## src/rtl/idct4_stream.sv

```systemverilog
// -----------------------------------------------------------------------------
// idct4_stream
//
// Streaming 4-point inverse DCT (HEVC-style integer basis 64/83/36).
// Accepts four signed coefficients X0..X3 over a valid/ready port, computes
// one reconstructed sample per cycle into a small output buffer, then emits
// x0..x3 over a second valid/ready port.  Only one block is in flight at a
// time: input is closed while a block is computed or sent.
//
// Parameters
//   IN_W   coefficient width (signed)
//   OUT_W  sample width (signed)
//   SHIFT  normalisation right-shift applied after rounding
//
// Ports
//   clk         clock, all state on rising edge
//   rst_n       asynchronous active-low reset
//   in_valid    coefficient beat valid
//   in_ready    block accepts a coefficient beat (high only while loading)
//   in_coef     signed coefficient, order X0, X1, X2, X3
//   out_valid   sample beat valid (high only while sending)
//   out_ready   downstream accepts a sample beat
//   out_sample  signed reconstructed sample, order x0, x1, x2, x3
//   out_last    high with the x3 beat only
//   out_sat     high when the presented sample was clipped
// -----------------------------------------------------------------------------
module idct4_stream #(
    parameter int IN_W  = 10,
    parameter int OUT_W = 8,
    parameter int SHIFT = 7
) (
    input  logic                    clk,
    input  logic                    rst_n,
    input  logic                    in_valid,
    output logic                    in_ready,
    input  logic signed [IN_W-1:0]  in_coef,
    output logic                    out_valid,
    input  logic                    out_ready,
    output logic signed [OUT_W-1:0] out_sample,
    output logic                    out_last,
    output logic                    out_sat
);

    // Largest |sum| is 247 * 2^(IN_W-1), which fits in IN_W+8 signed bits.
    localparam int ACC_W = IN_W + 8;

    localparam logic signed [ACC_W-1:0] C64  = ACC_W'(64);
    localparam logic signed [ACC_W-1:0] C83  = ACC_W'(83);
    localparam logic signed [ACC_W-1:0] C36  = ACC_W'(36);
    localparam logic signed [ACC_W-1:0] RND  = ACC_W'(1) << (SHIFT - 1);
    localparam logic signed [ACC_W-1:0] SMAX = ACC_W'((2 ** (OUT_W - 1)) - 1);
    localparam logic signed [ACC_W-1:0] SMIN = ACC_W'(-(2 ** (OUT_W - 1)));

    typedef enum logic [1:0] {
        LOAD = 2'd0,
        CALC = 2'd1,
        SEND = 2'd2
    } state_e;

    state_e                   state_q;
    logic [1:0]               idx_q;
    logic signed [IN_W-1:0]   coef_q [4];
    logic signed [OUT_W-1:0]  buf_q  [4];
    logic [3:0]               sat_q;

    logic                     in_ready_q;
    logic                     out_valid_q;
    logic signed [OUT_W-1:0]  out_sample_q;
    logic                     out_last_q;
    logic                     out_sat_q;

    // Combinational datapath for the sample selected by idx_q
    logic [1:0]               idx_d;
    logic signed [ACC_W-1:0]  xe     [4];
    logic signed [ACC_W-1:0]  even_p;
    logic signed [ACC_W-1:0]  even_m;
    logic signed [ACC_W-1:0]  odd_a;
    logic signed [ACC_W-1:0]  odd_b;
    logic signed [ACC_W-1:0]  sum_d;
    logic signed [ACC_W-1:0]  biased_d;
    logic signed [ACC_W-1:0]  shr_d;
    logic signed [OUT_W-1:0]  smp_d;
    logic                     sat_d;

    assign idx_d = idx_q + 2'd1;

    // Butterfly form of the 4x4 basis:
    //   x0 = E+ + O_a    x1 = E- + O_b    x2 = E- - O_b    x3 = E+ - O_a
    // with E+/- = 64*X0 +/- 64*X2, O_a = 83*X1 + 36*X3, O_b = 36*X1 - 83*X3.
    always_comb begin
        for (int unsigned i = 0; i < 4; i++) begin
            xe[i] = {{(ACC_W - IN_W){coef_q[i][IN_W-1]}}, coef_q[i]};
        end
        even_p = (C64 * xe[0]) + (C64 * xe[2]);
        even_m = (C64 * xe[0]) - (C64 * xe[2]);
        odd_a  = (C83 * xe[1]) + (C36 * xe[3]);
        odd_b  = (C36 * xe[1]) - (C83 * xe[3]);

        sum_d = '0;
        case (idx_q)
            2'd0:    sum_d = even_p + odd_a;
            2'd1:    sum_d = even_m + odd_b;
            2'd2:    sum_d = even_m - odd_b;
            2'd3:    sum_d = even_p - odd_a;
            default: sum_d = '0;
        endcase

        // Round half up, then floor via arithmetic shift
        biased_d = sum_d + RND;
        shr_d    = biased_d >>> SHIFT;

        smp_d = shr_d[OUT_W-1:0];
        sat_d = 1'b0;
        if (shr_d > SMAX) begin
            smp_d = SMAX[OUT_W-1:0];
            sat_d = 1'b1;
        end else if (shr_d < SMIN) begin
            smp_d = SMIN[OUT_W-1:0];
            sat_d = 1'b1;
        end
    end

    always_ff @(posedge clk or negedge rst_n) begin
        if (!rst_n) begin
            state_q      <= LOAD;
            idx_q        <= '0;
            for (int unsigned i = 0; i < 4; i++) begin
                coef_q[i] <= '0;
                buf_q[i]  <= '0;
            end
            sat_q        <= '0;
            in_ready_q   <= 1'b1;
            out_valid_q  <= 1'b0;
            out_sample_q <= '0;
            out_last_q   <= 1'b0;
            out_sat_q    <= 1'b0;
        end else begin
            case (state_q)
                LOAD: begin
                    // in_ready is high throughout LOAD, so in_valid alone
                    // marks an accepted beat; idle cycles just hold idx_q.
                    if (in_valid) begin
                        coef_q[idx_q] <= in_coef;
                        idx_q         <= idx_d;
                        if (idx_q == 2'd3) begin
                            state_q    <= CALC;
                            in_ready_q <= 1'b0;
                        end
                    end
                end

                CALC: begin
                    buf_q[idx_q] <= smp_d;
                    sat_q[idx_q] <= sat_d;
                    idx_q        <= idx_d;
                    if (idx_q == 2'd3) begin
                        // x0 was written three cycles earlier, so it can be
                        // presented in the same edge that enters SEND.
                        state_q      <= SEND;
                        out_valid_q  <= 1'b1;
                        out_sample_q <= buf_q[0];
                        out_sat_q    <= sat_q[0];
                        out_last_q   <= 1'b0;
                    end
                end

                SEND: begin
                    if (out_ready) begin
                        idx_q <= idx_d;
                        if (idx_q == 2'd3) begin
                            state_q      <= LOAD;
                            in_ready_q   <= 1'b1;
                            out_valid_q  <= 1'b0;
                            out_sample_q <= '0;
                            out_sat_q    <= 1'b0;
                            out_last_q   <= 1'b0;
                        end else begin
                            out_sample_q <= buf_q[idx_d];
                            out_sat_q    <= sat_q[idx_d];
                            out_last_q   <= (idx_q == 2'd2);
                        end
                    end
                end

                default: begin
                    state_q      <= LOAD;
                    idx_q        <= '0;
                    in_ready_q   <= 1'b1;
                    out_valid_q  <= 1'b0;
                    out_sample_q <= '0;
                    out_sat_q    <= 1'b0;
                    out_last_q   <= 1'b0;
                end
            endcase
        end
    end

    assign in_ready   = in_ready_q;
    assign out_valid  = out_valid_q;
    assign out_sample = out_sample_q;
    assign out_last   = out_last_q;
    assign out_sat    = out_sat_q;

endmodule

```

## config.mk

```make
export PLATFORM = sky130hd
export DESIGN_NAME = idct4_stream
export DESIGN_NICKNAME = d
export VERILOG_FILES = /design/src/rtl/idct4_stream.sv
export SDC_FILE = /design/constraint.sdc
export NUM_CORES = 1
export LEC_CHECK = 0
export CAP_MARGIN = 20
export CORE_MARGIN = 2
export CORE_UTILIZATION = 50
export DETAILED_ROUTE_END_ITERATION = 10
export PLACE_DENSITY_LB_ADDON = 0.12
export RECOVER_POWER = 50
export SYNTH_ARGS = -nofsm -noshare
export SYNTH_HDL_FRONTEND = slang
export SYNTH_SLANG_ARGS = --single-unit
```

## constraint.sdc

```tcl
create_clock -name clk -period 13.65 [get_ports clk]
set_clock_uncertainty 0.1 [all_clocks]
set_input_delay 2.73 -clock clk [delete_from_list [all_inputs] [get_ports clk]]
set_output_delay 2.73 -clock clk [all_outputs]
set_load 0.005 [all_outputs]
```

==> flow_summary.ini <==
[worst_setup_path]
critPathSlowestCell = nor4b_4
cp.arrival_ns = 9.22
crit_buf_inv = 4
crit_type = flop to flop
r2r_start = coef_q[1]
cp_top_family = adder cells
worst_r2r_endpoint = buf_q[17]
reg2reg_depth = 30
start_kind = flop
reg2reg_slack_ns = 4.57
cp_common_cell = ha_1
endpoint_kind = flop
slowest_delay_ns = 0.75
cp_max_fo = 8
required_ns = 13.80

[clocking]
clock_latency_ns = 0.37
hold_buffers = 0
cts_setup_buffers = 0
ctsResizeCount = 0
clock_sinks = 92
cts_buffers = 9
clkTransAtPathRegs_ns = 0.08
clockRootBuffer = clkbuf_16
clock_path_buffers = 2
cts_tree = yes
ctsHtreeMaxLevel = 3

[timing]
worst_slew_pin_slew_ns = 3.36
tns_ns = 0
finalHoldViolations = 0
period_needed_ns = 9.08
finalCritPeriodShare_pct = 66.5
maxSlewViolCount = 95
setup_viol_count_final = 0
slew-limit-headroom_pct = -124
rsz0062_at_grt = false
fmax_mhz = 110

[detailed_routing]
drc_errors = 0
met3_length_mm = 1.84
drt-pass1-iter-count = 5
drtIter0Drc = 600
top_layer = met4
routed_wl_mm = 33.3
ant_nets = 0
dr_wl_met2_mm = 15.9
vias = 10100
via_per_inst = 5.82
wl_met1_mm = 14.6
wl_per_cell_um = 19.1

[global_route]
grt_start_max_net_pins = 65
first_global_vias = 10200
globalRouteTotalUtil_pct = 25.9
grt.overflow.total = 0
grt_pass1_wl_mm = 53.8
antenna_found_initial = 0

[logic_synthesis]
ys.flop_type = dfrtp_1
syn_nets = 1679
yosys_warnings = 0
synth_cell_types = 86
synthArstFlopShare_pct = 100
avgSynthCellArea_um2 = 9.04
yosysSeqAreaShare_pct = 18.2
syn_inst = 1400
ys_seq_elements = 92
syn_area_um2 = 12700
synth_edf_count = 0

[floorplanning]
ios = 26
die_h_um = 163
start_util_pct = 50.6
fp.coreArea_um2 = 25000
row_count = 58
fp.dieW_um = 163
dieArea_um2 = 26600

[final_layout]
finalNetCount = 1682
drive_gt1_share_pct = 7.39
fin_util_pct = 53.9
fillers = 2339
final_common_cell = ha_1
layout_common_cells = ha_1, inv_1, dfrtp_1
diodes = 0
synthToLayoutAreaGrowth_pct = 6.63
final_cells = 1738

[flow_run]
drv_cap = 2

[place]
port_buffers = 25
place_inst = 1722
gp_congestion = 0.933
hpwl_mm = 26.9

[min_path]
holdCritStartpoint = out_sample[7]
min_to = out_sample[7]
min_path_cells = 2
hold_path.class = flop to flop

[outcome]
violations = max-capacitance violations, max-slew violations
outcome = finished, violations left
==> worst register-to-register path: cells and delay by family, from the launching register on <==
kind / cells / cell delay [ns]
buffers and inverters: 4 / 0.29
AND/OR/NAND/NOR: 7 / 2.41
AO/OA/AOI/OAI: 9 / 2.06
flip-flops: 1 / 0.52
XOR/XNOR: 1 / 0.17
adder cells (fa/ha/maj): 9 / 3.41
==> cell type report <==
class                           instances  area (um^2)  share of cell area (%)
Clock buffer                            9          225                    1.67
Clock inverter                          7         72.6                   0.537
Inverter                              199          747                    5.53
Multi-Input combinational cell       1067         9440                    69.9
Sequential cell                        92         2300                    17.1
Tap cell                              330          413                    3.06
Timing Repair Buffer                   34          304                    2.25
==> flip-flops by register name, summed over array words and instances, names as in the netlist <==
name and cells:
buf_q 32, coef_q 40, idx_q 2, in_ready 1, out_last 1, out_sample 8
out_sat 1, out_valid 1, sat_q 4, state_q 2
==> how the worst max path moves through the flow <==
| stage | startpoint | end | depth (start not counted) |
|---|---|---|---|
| floorplan | coef_q[1] | buf_q[10] | 31 |
| global placement | coef_q[1] | buf_q[9] | 30 |
| detailed placement | coef_q[1] | buf_q[22] | 30 |
| CTS | coef_q[1] | buf_q[17] | 30 |
| global route | coef_q[3] | buf_q[13] | 32 |
| finish | coef_q[1] | buf_q[17] | 30 |
==> per-stage QoR <==
stage	hold slack [ns]	instance area [um^2]	worst slack [ns]
2_1_floorplan	0.345	12700	5.42
3_3_place_gp	0.362	13200	4.69
3_5_place_dp	0.370	13200	4.57
4_1_cts	0.387	13500	4.53
5_1_grt	0.404	13500	4.02
6_report	0.379	13500	4.57
==> per-layer routing <==
metal / track usage [%] / up-vias
met3: 4.55 / 56
met4: 7.24 / 0
met5: 0 / -
met2: 45.1 / 263
li1: - / 4957
met1: 33.1 / 4846
==> cell families after synthesis <==
kind of cell,Yosys count,share of synthesized area (%)
mux,58,5.90
simple gates,290,12.2
buf+inv,241,7.28
flops,92,18.2
compound gates,351,19.4
xor+xnor,103,7.24
fa+ha+maj,265,29.7
==> synth_stat cells, drive strengths merged (7+ instances only) <==
cell      n  share of area [%]
o21bai   27                1.6
mux2     43                3.8
nor2b    19               0.94
inv     199                5.9
nand2    65                1.9
nand2b   15               0.74
ha      205                 20
buf       8               0.38
a211o     9               0.62
mux4      9                1.6
o21ai    71                2.8
a211oi   16               0.99
nand3    19               0.75
a31oi    18               0.94
nor4b     7               0.60
nor3     34                1.7
xnor2    68                4.7
a21oi    76                3.0
nor2     78                2.3
dfrtp    91                 18
fa       60                9.5
clkbuf   34                1.0
xor2     34                2.4
o21a     13               0.77
or2       7               0.35
a21o     20                1.2
o211ai   10               0.59
nor4      9               0.74
a221o    28                2.2
a22oi    10               0.59
Power is left out: the tool's default activity adds up to more than one toggle a clock period on the data nets, which glitch-free logic cannot reach.
